==> config.mk <==
export PLATFORM = sky130hd
export DESIGN_NAME = serial_adder_flat
export DESIGN_NICKNAME = d
export VERILOG_FILES = /design/src/rtl/serial_adder_if.sv /design/src/rtl/serial_adder.sv /design/src/flat_wrapper.sv
export SDC_FILE = /design/constraint.sdc
export NUM_CORES = 1
export LEC_CHECK = 0
export CORE_UTILIZATION = 50
export DETAILED_ROUTE_END_ITERATION = 8
export DONT_BUFFER_PORTS = 1
export HOLD_SLACK_MARGIN = 0.12
export PLACE_DENSITY_LB_ADDON = 0.05
export SETUP_SLACK_MARGIN = 0.5
export SYNTH_ARGS = -nofsm -noshare
export SYNTH_HDL_FRONTEND = slang
export SYNTH_SLANG_ARGS = --single-unit
==> constraint.sdc <==
create_clock -name clk -period 3.5 [get_ports clk]
set_input_delay 0.875 -clock clk [delete_from_list [all_inputs] [get_ports clk]]
set_output_delay 0.875 -clock clk [all_outputs]
set_load 0.02 [all_outputs]
==> src/rtl/serial_adder_if.sv <==
// Handshake and operand/result bundle for the bit-serial adder.
// The master issues requests and observes results; the slave is the adder.
interface serial_adder_if #(
    parameter int WIDTH = 8
);
    logic             start;
    logic [WIDTH-1:0] a;
    logic [WIDTH-1:0] b;
    logic             cin;
    logic             busy;
    logic             done;
    logic [WIDTH-1:0] sum;
    logic             cout;

    modport master (
        output start, a, b, cin,
        input  busy, done, sum, cout
    );

    modport slave (
        input  start, a, b, cin,
        output busy, done, sum, cout
    );
endinterface

==> src/rtl/serial_adder.sv <==
// Bit-serial WIDTH-bit adder: one full-adder slice with a registered carry,
// LSB-first, producing {cout, sum} = a + b + cin with a one-cycle done pulse.
module serial_adder #(
    parameter int WIDTH = 8
) (
    input  logic          clk,
    input  logic          rst_n,
    serial_adder_if.slave bus
);

    localparam int CW = (WIDTH > 1) ? $clog2(WIDTH) : 1;

    typedef enum logic [1:0] {
        IDLE = 2'd0,
        ADD  = 2'd1,
        DONE = 2'd2
    } state_t;

    state_t           state_r;
    logic [WIDTH-1:0] a_sh_r;
    logic [WIDTH-1:0] b_sh_r;
    logic [WIDTH-1:0] psum_r;
    logic [WIDTH-1:0] sum_r;
    logic [CW-1:0]    cnt_r;
    logic             carry_r;
    logic             cout_r;
    logic             busy_r;
    logic             done_r;

    logic             s_s;
    logic             carry_next_s;
    logic             last_s;
    logic [WIDTH-1:0] psum_next_s;

    // Full-adder slice on the current LSBs and the partial sum with the new bit inserted at its MSB.
    always_comb begin
        s_s                      = a_sh_r[0] ^ b_sh_r[0] ^ carry_r;
        carry_next_s             = (a_sh_r[0] & b_sh_r[0]) | (carry_r & (a_sh_r[0] ^ b_sh_r[0]));
        psum_next_s              = psum_r >> 1'd1;
        psum_next_s[WIDTH-1]     = s_s;
        last_s                   = (cnt_r == CW'(WIDTH - 1));
    end

    // Control FSM and datapath; sum/cout only update on the transition into DONE.
    always_ff @(posedge clk or negedge rst_n) begin
        if (!rst_n) begin
            state_r <= IDLE;
            a_sh_r  <= '0;
            b_sh_r  <= '0;
            psum_r  <= '0;
            sum_r   <= '0;
            cnt_r   <= '0;
            carry_r <= 1'b0;
            cout_r  <= 1'b0;
            busy_r  <= 1'b0;
            done_r  <= 1'b0;
        end else begin
            case (state_r)
                IDLE: begin
                    done_r <= 1'b0;
                    if (bus.start) begin
                        a_sh_r  <= bus.a;
                        b_sh_r  <= bus.b;
                        carry_r <= bus.cin;
                        cnt_r   <= '0;
                        psum_r  <= '0;
                        busy_r  <= 1'b1;
                        state_r <= ADD;
                    end else begin
                        busy_r  <= 1'b0;
                        state_r <= IDLE;
                    end
                end
                ADD: begin
                    carry_r <= carry_next_s;
                    psum_r  <= psum_next_s;
                    a_sh_r  <= a_sh_r >> 1'd1;
                    b_sh_r  <= b_sh_r >> 1'd1;
                    cnt_r   <= cnt_r + CW'(1);
                    if (last_s) begin
                        sum_r   <= psum_next_s;
                        cout_r  <= carry_next_s;
                        busy_r  <= 1'b0;
                        done_r  <= 1'b1;
                        state_r <= DONE;
                    end else begin
                        state_r <= ADD;
                    end
                end
                DONE: begin
                    done_r  <= 1'b0;
                    busy_r  <= 1'b0;
                    state_r <= IDLE;
                end
                default: begin
                    busy_r  <= 1'b0;
                    done_r  <= 1'b0;
                    state_r <= IDLE;
                end
            endcase
        end
    end

    assign bus.busy = busy_r;
    assign bus.done = done_r;
    assign bus.sum  = sum_r;
    assign bus.cout = cout_r;

endmodule

==> src/flat_wrapper.sv <==
// flat-port wrapper written by rule: the top's interface ports become plain ports
module serial_adder_flat 
#(
    parameter int WIDTH = 8
)
  (clk, rst_n, bus_start, bus_a, bus_b, bus_cin, bus_busy, bus_done, bus_sum, bus_cout);
  serial_adder_if #(.WIDTH(WIDTH)) bus_i ();
  input  logic clk;
  input  logic rst_n;
  input wire logic [$bits(bus_i.start)-1:0] bus_start;
  input wire logic [$bits(bus_i.a)-1:0] bus_a;
  input wire logic [$bits(bus_i.b)-1:0] bus_b;
  input wire logic [$bits(bus_i.cin)-1:0] bus_cin;
  output wire logic [$bits(bus_i.busy)-1:0] bus_busy;
  output wire logic [$bits(bus_i.done)-1:0] bus_done;
  output wire logic [$bits(bus_i.sum)-1:0] bus_sum;
  output wire logic [$bits(bus_i.cout)-1:0] bus_cout;
  assign bus_i.start = bus_start;
  assign bus_i.a = bus_a;
  assign bus_i.b = bus_b;
  assign bus_i.cin = bus_cin;
  assign bus_busy = bus_i.busy;
  assign bus_done = bus_i.done;
  assign bus_sum = bus_i.sum;
  assign bus_cout = bus_i.cout;
  serial_adder #(.WIDTH(WIDTH)) u_core (.clk(clk), .rst_n(rst_n), .bus(bus_i));
endmodule
* Word-level counts from Yosys, hierarchy flattened
Index checks and enable logic that the tools add are counted.
W data, S select, Z words.
** Storage, ports and cells
- Bits in registers :: 41
- Output and inout bits :: 11
** Operators by class
- Bitwise gates (word level) :: 5
- Mux-type cells :: 18
- Equality and inequality tests :: 4
- Add/sub/neg operators :: 1
- Reductions and logical operators :: 4
** Operators with widths (number)
- $pmux W8 S2 :: 3
- $mux W8 :: 3
- $mux W1 :: 6
- $pmux W3 S2 :: 1
- $pmux W1 S2 :: 2
- $pmux W2 S2 :: 1
- $reduce_and A2 Y1 :: 2
- $add A3 B1 Y3 const B :: 1
- $eq A3 B3 Y1 const B :: 1
- $mux W3 :: 1
- $and A1 B1 Y1 :: 2
- $eq A2 B1 Y1 const B :: 1
- $logic_not A2 Y1 :: 1
- $mux W2 :: 1
- $ne A2 B1 Y1 const B :: 1
- $ne A2 B2 Y1 const B :: 1
- $reduce_bool A2 Y1 :: 1
- $xor A1 B1 Y1 :: 2
- $or A1 B1 Y1 :: 1

* Depth between registers and ports, before layout
- Word-level depth :: 4
- Depth in mapped cells :: 6
- Mapped depth without buffers :: 4

* Worst setup path before layout
No wires, ideal clock.
- Kind :: input port to flip-flop
- Start point :: in bus_start
- End point :: reg u_core.a_sh_r[0]
- Library setup time :: 0.126 ns
- Path buffers :: 2
- Cell stages on the path :: 5
- Slack :: 1.866 ns
- Arrival time :: 1.508 ns
- Path through :: or2_1 -> buf_2 -> buf_6 -> o32ai_1 -> nor2_1
** Between the ends
- Word-level cells in the longest chain between the ends :: 2
** Ends and longest elaborated chain
- start, declared :: line flat_wrapper.sv:10 : input wire logic [$bits(bus_i.start)-1:0] bus_start;
- $ne A2 B2 Y1 (no source line)
- $reduce_and A2 Y1 (no source line)
- end signal, assigned :: line serial_adder.sv:62 : a_sh_r <= bus.a;
- end signal, assigned :: line serial_adder.sv:77 : a_sh_r <= a_sh_r >> 1'd1;
- end, declared :: line serial_adder.sv:20 : logic [WIDTH-1:0] a_sh_r;
No other way between the ends.
A chain may end at the register's enable or synchronous reset.

* Final worst setup path
- Start point :: reg u_core.state_r[0]
- End point :: reg u_core.a_sh_r[3]
** Between the ends
- Word-level cells in the longest chain between the ends :: 3
** Ends and longest elaborated chain
- start, declared :: line serial_adder.sv:19 : state_t state_r;
- start signal, assigned :: line serial_adder.sv:47 : state_r <= IDLE;
- start signal, assigned :: line serial_adder.sv:68 : state_r <= ADD;
- start signal, assigned :: line serial_adder.sv:71 : state_r <= IDLE;
- $eq A2 B1 Y1 or $logic_not A2 Y1 (tied branches) :: line serial_adder.sv:58 : case (state_r)
- $reduce_bool A2 Y1 (no source line) or $ne A2 B2 Y1 (tied branches)
- $reduce_and A2 Y1 (no source line)
Several ways; a longest one is shown, not always the timed one.

==> key figures <==
Floorplan
  • Core area: ~3400 um^2
  • Die Area: 3800 um^2
  • Die Wd: 61.7 um
  • # IOs: 31
  • Row count: 21
  • Die Ht: around 62 um
  • Initial Util: 0.529

Global routing
  • First-pass GRT wire length: 5.34 mm
  • Total global-route track usage: 0.198
  • Initial antenna violation count: 0
  • Grt ovf: 0
  • Pin count of the biggest net entering global routing: 41
  • Number of global-route vias before repair: 1110

Power
  • Maximum VDD drop: 0.000319 V
  • P_sw: 0.654 mW
  • LEAKAGE: between 0.7 and 0.8 nW
  • Sw Share: 0.387
  • Power, Total: 1.69 mW
  • PwrDens: ~940 nW/um^2
  • Clock share of power: 0.128
  • Gate power share: 0.307
  • Internal power: 1.04 mW
  • Sequential Power Share: 0.566

CTS
  • Cts bufs inserted: 5
  • H-tree Lvls: 2
  • CTS tree: yes
  • Reg clk slew, reported paths: 110 ps
  • Post-CTS Setup Inserts: 0
  • Resize count post-CTS: 0
  • Hold_buf cts: 0
  • CTS root buf: clkbuf_4
  • Clock Sinks: 40
  • CTS max path bufs: 2
  • Later-pin clock latency in the skew report: 340 ps

Synth
  • Asr flop ratio synth: 1.00
  • Synth area leader: dfrtp_1
  • Most frequent cell after synthesis: dfrtp_1
  • Ys Warns: 0
  • Post-synthesis sequential area ratio: 0.562
  • Cells after Synth: 142
  • Synthesized cell area: 1780 um^2
  • Yosys top cell area share: 0.562
  • Synth top cells by count: dfrtp_1 (40), nor2_1 (18), o22ai_1 (15), o32ai_1 (15)
  • Syn nets: between 150 and 200
  • Top post-synthesis cells by area: dfrtp_1 (56%), mux2_4 (7.6%), o32ai_1 (7.4%)
  • Number of synthesized flops with an enable pin: 0
  • Number of distinct library cells after synthesis: 25
  • Primary FF master, synth: dfrtp_1
  • Syn Area/Cell: 12.5 um^2
  • FF+latch count, synth: 40

Worst setup path
  • Crit Reg-Reg Endpoint: u_core.a_sh_r[3]
  • Worst reg2reg setup slack: 1610 ps
  • Path type of the worst setup path: register to register
  • Largest delay contributor family on the critical path: flip-flops
  • Crit. End Element: register
  • Worst-path maximum fanout: 25
  • Critical-path top delay cell: dfrtp_1
  • Startpoint types: register
  • Cell count along the critical path: 3
  • CP Cell Sequence: nand2b_1 -> o22ai_1 -> nor2_1
  • CP arrival: 2110 ps
  • CP max stage delay: 860 ps
  • Worst path bufs/invs: 0
  • R2R cell count: 3
  • Critical Path RT: between 3000 and 4000 ps
  • Reg-to-reg startpoint: u_core.state_r[0]

STA
  • Setup TNS: 0 ps
  • Fin Hold WS: between 200 and 250 ps
  • Final Setup Violations: 0
  • RSZ-0062 raised after global routing: no
  • Final hold vios: 0
  • Max-slew violation count: 0
  • Tcrit/Tclk final: 0.539
  • Minimum clock period: 1890 ps
  • Highest Clock Rate: 530 MHz
  • Clock skew: 8.88 ps
  • Relative slew margins: 0.489
  • Least-Margin Pin Slew: around 770 ps

Cells and area
  • Layout area overhead: 1.26%
  • Core Util, Final: 0.536
  • # nets final: around 160
  • Design area: 1800 um^2
  • Layout cell share with drive strength beyond 1: 0.138
  • Ant diodes: 0

Flow run
  • Max Cap Viol: 0

Place
  • Port-buffer cells: 0
  • Dpl hpwl: 2.10 mm
  • Routability cong.: just under 0.7
  • Post-DP Area: 1760 um^2

Drt
  • DR iter-0 viols: 70
  • Vias per inst: 6.15
  • Drt pass-1 iters: 4
  • Routed Antenna Nets: 0
  • Drt total wl: 3.25 mm
  • Vias: ~1100
  • Post-route DRC: 0
  • Routed WL per cell: 17.6 um

Outcome
  • Status: finished clean

Hold path
  • Hold/Removal Path Class: input pin to asynchronous set/reset pin
## cell families after synthesis
group / after synthesis / share of synthesized area
compound gates: 47 / 0.197
simple gates: 30 / 0.0900
flops: 40 / 0.562
fa+ha+maj: 3 / 0.0253
buf+inv: 13 / 0.0499
mux: 9 / 0.0759
## metrics by stage
step | worst slack (ps) | std cells
4_1_cts | 1610 | 184
3_5_place_dp | 1620 | 177
3_3_place_gp | 1680 | 177
5_1_grt | 1430 | 184
2_1_floorplan | 1870 | 142
6_report | 1610 | 184
## power groups by stage
stage / Combinational (mW) / Clock, mW / Sequential, mW
4_1_cts: 0.524 / 0.227 / 0.956
5_1_grt: 0.585 / 0.250 / 0.992
3_5_place_dp: 0.523 / 0 / 0.966
3_3_place_gp: 0.504 / 0 / 0.956
2_1_floorplan: 0.532 / 0 / 0.879
6_report: 0.518 / 0.216 / 0.955
## worst max path at each step
stage / slack [ps] / to / from
6_report: 1610 / u_core.a_sh_r[3] / u_core.state_r[0]
5_1_grt: 1430 / u_core.b_sh_r[6] / u_core.state_r[0]
4_1_cts: 1610 / u_core.bus.cout / u_core.state_r[0]
3_5_place_dp: 1620 / u_core.b_sh_r[5] / u_core.state_r[0]
3_3_place_gp: 1680 / u_core.b_sh_r[2] / u_core.state_r[0]
2_1_floorplan: 1870 / u_core.a_sh_r[0] / bus_start
## flip-flops by register name, summed over array words and instances (netlist names)
name             flops
u_core.state_r       2
u_core.bus.done      1
u_core.bus.sum       8
u_core.cnt_r         3
u_core.b_sh_r        8
u_core.bus.cout      1
u_core.carry_r       1
u_core.bus.busy      1
u_core.a_sh_r        8
u_core.psum_r        7
## cells in the final DEF, fill, tap and decap left out
| cell type | instances |
|---|---|
| o21ai_1 | 1 |
| o32ai_1 | 15 |
| a22o_1 | 9 |
| o21bai_2 | 1 |
| clkinv_2 | 1 |
| nand2_1 | 3 |
| mux2_4 | 9 |
| nor2b_4 | 1 |
| nor2b_1 | 1 |
| clkbuf_4 | 5 |
| nand3b_1 | 1 |
| nor2_1 | 18 |
| inv_1 | 2 |
| fa_1 | 1 |
| nand2_8 | 1 |
| o22ai_1 | 15 |
| dfrtp_1 | 40 |
| ha_1 | 2 |
| o21ai_0 | 4 |
| nand2b_2 | 1 |
| nand2b_1 | 3 |
| clkbuf_1 | 1 |
| or2_1 | 1 |
| a21oi_1 | 2 |
## routing by layer
metal,GRT usage,vias up,share of wire
li1,-,523,-
met1,0.260,577,0.47
met2,0.290,26,0.47
met3,0.0777,6,0.045
met4,0.0857,0,0.018
met5,0,-,0
## layout make-up
cell class | instances | area, um^2
multi-input cells | 89 | 691
clock buffers | 6 | 41.3
well taps | 46 | 57.6
flip-flops and latches | 40 | 1000
inverters | 2 | 7.51
fillers | 327 | 1560
clock inverters | 1 | 5.00
Power figures use the tool's default switching activity.
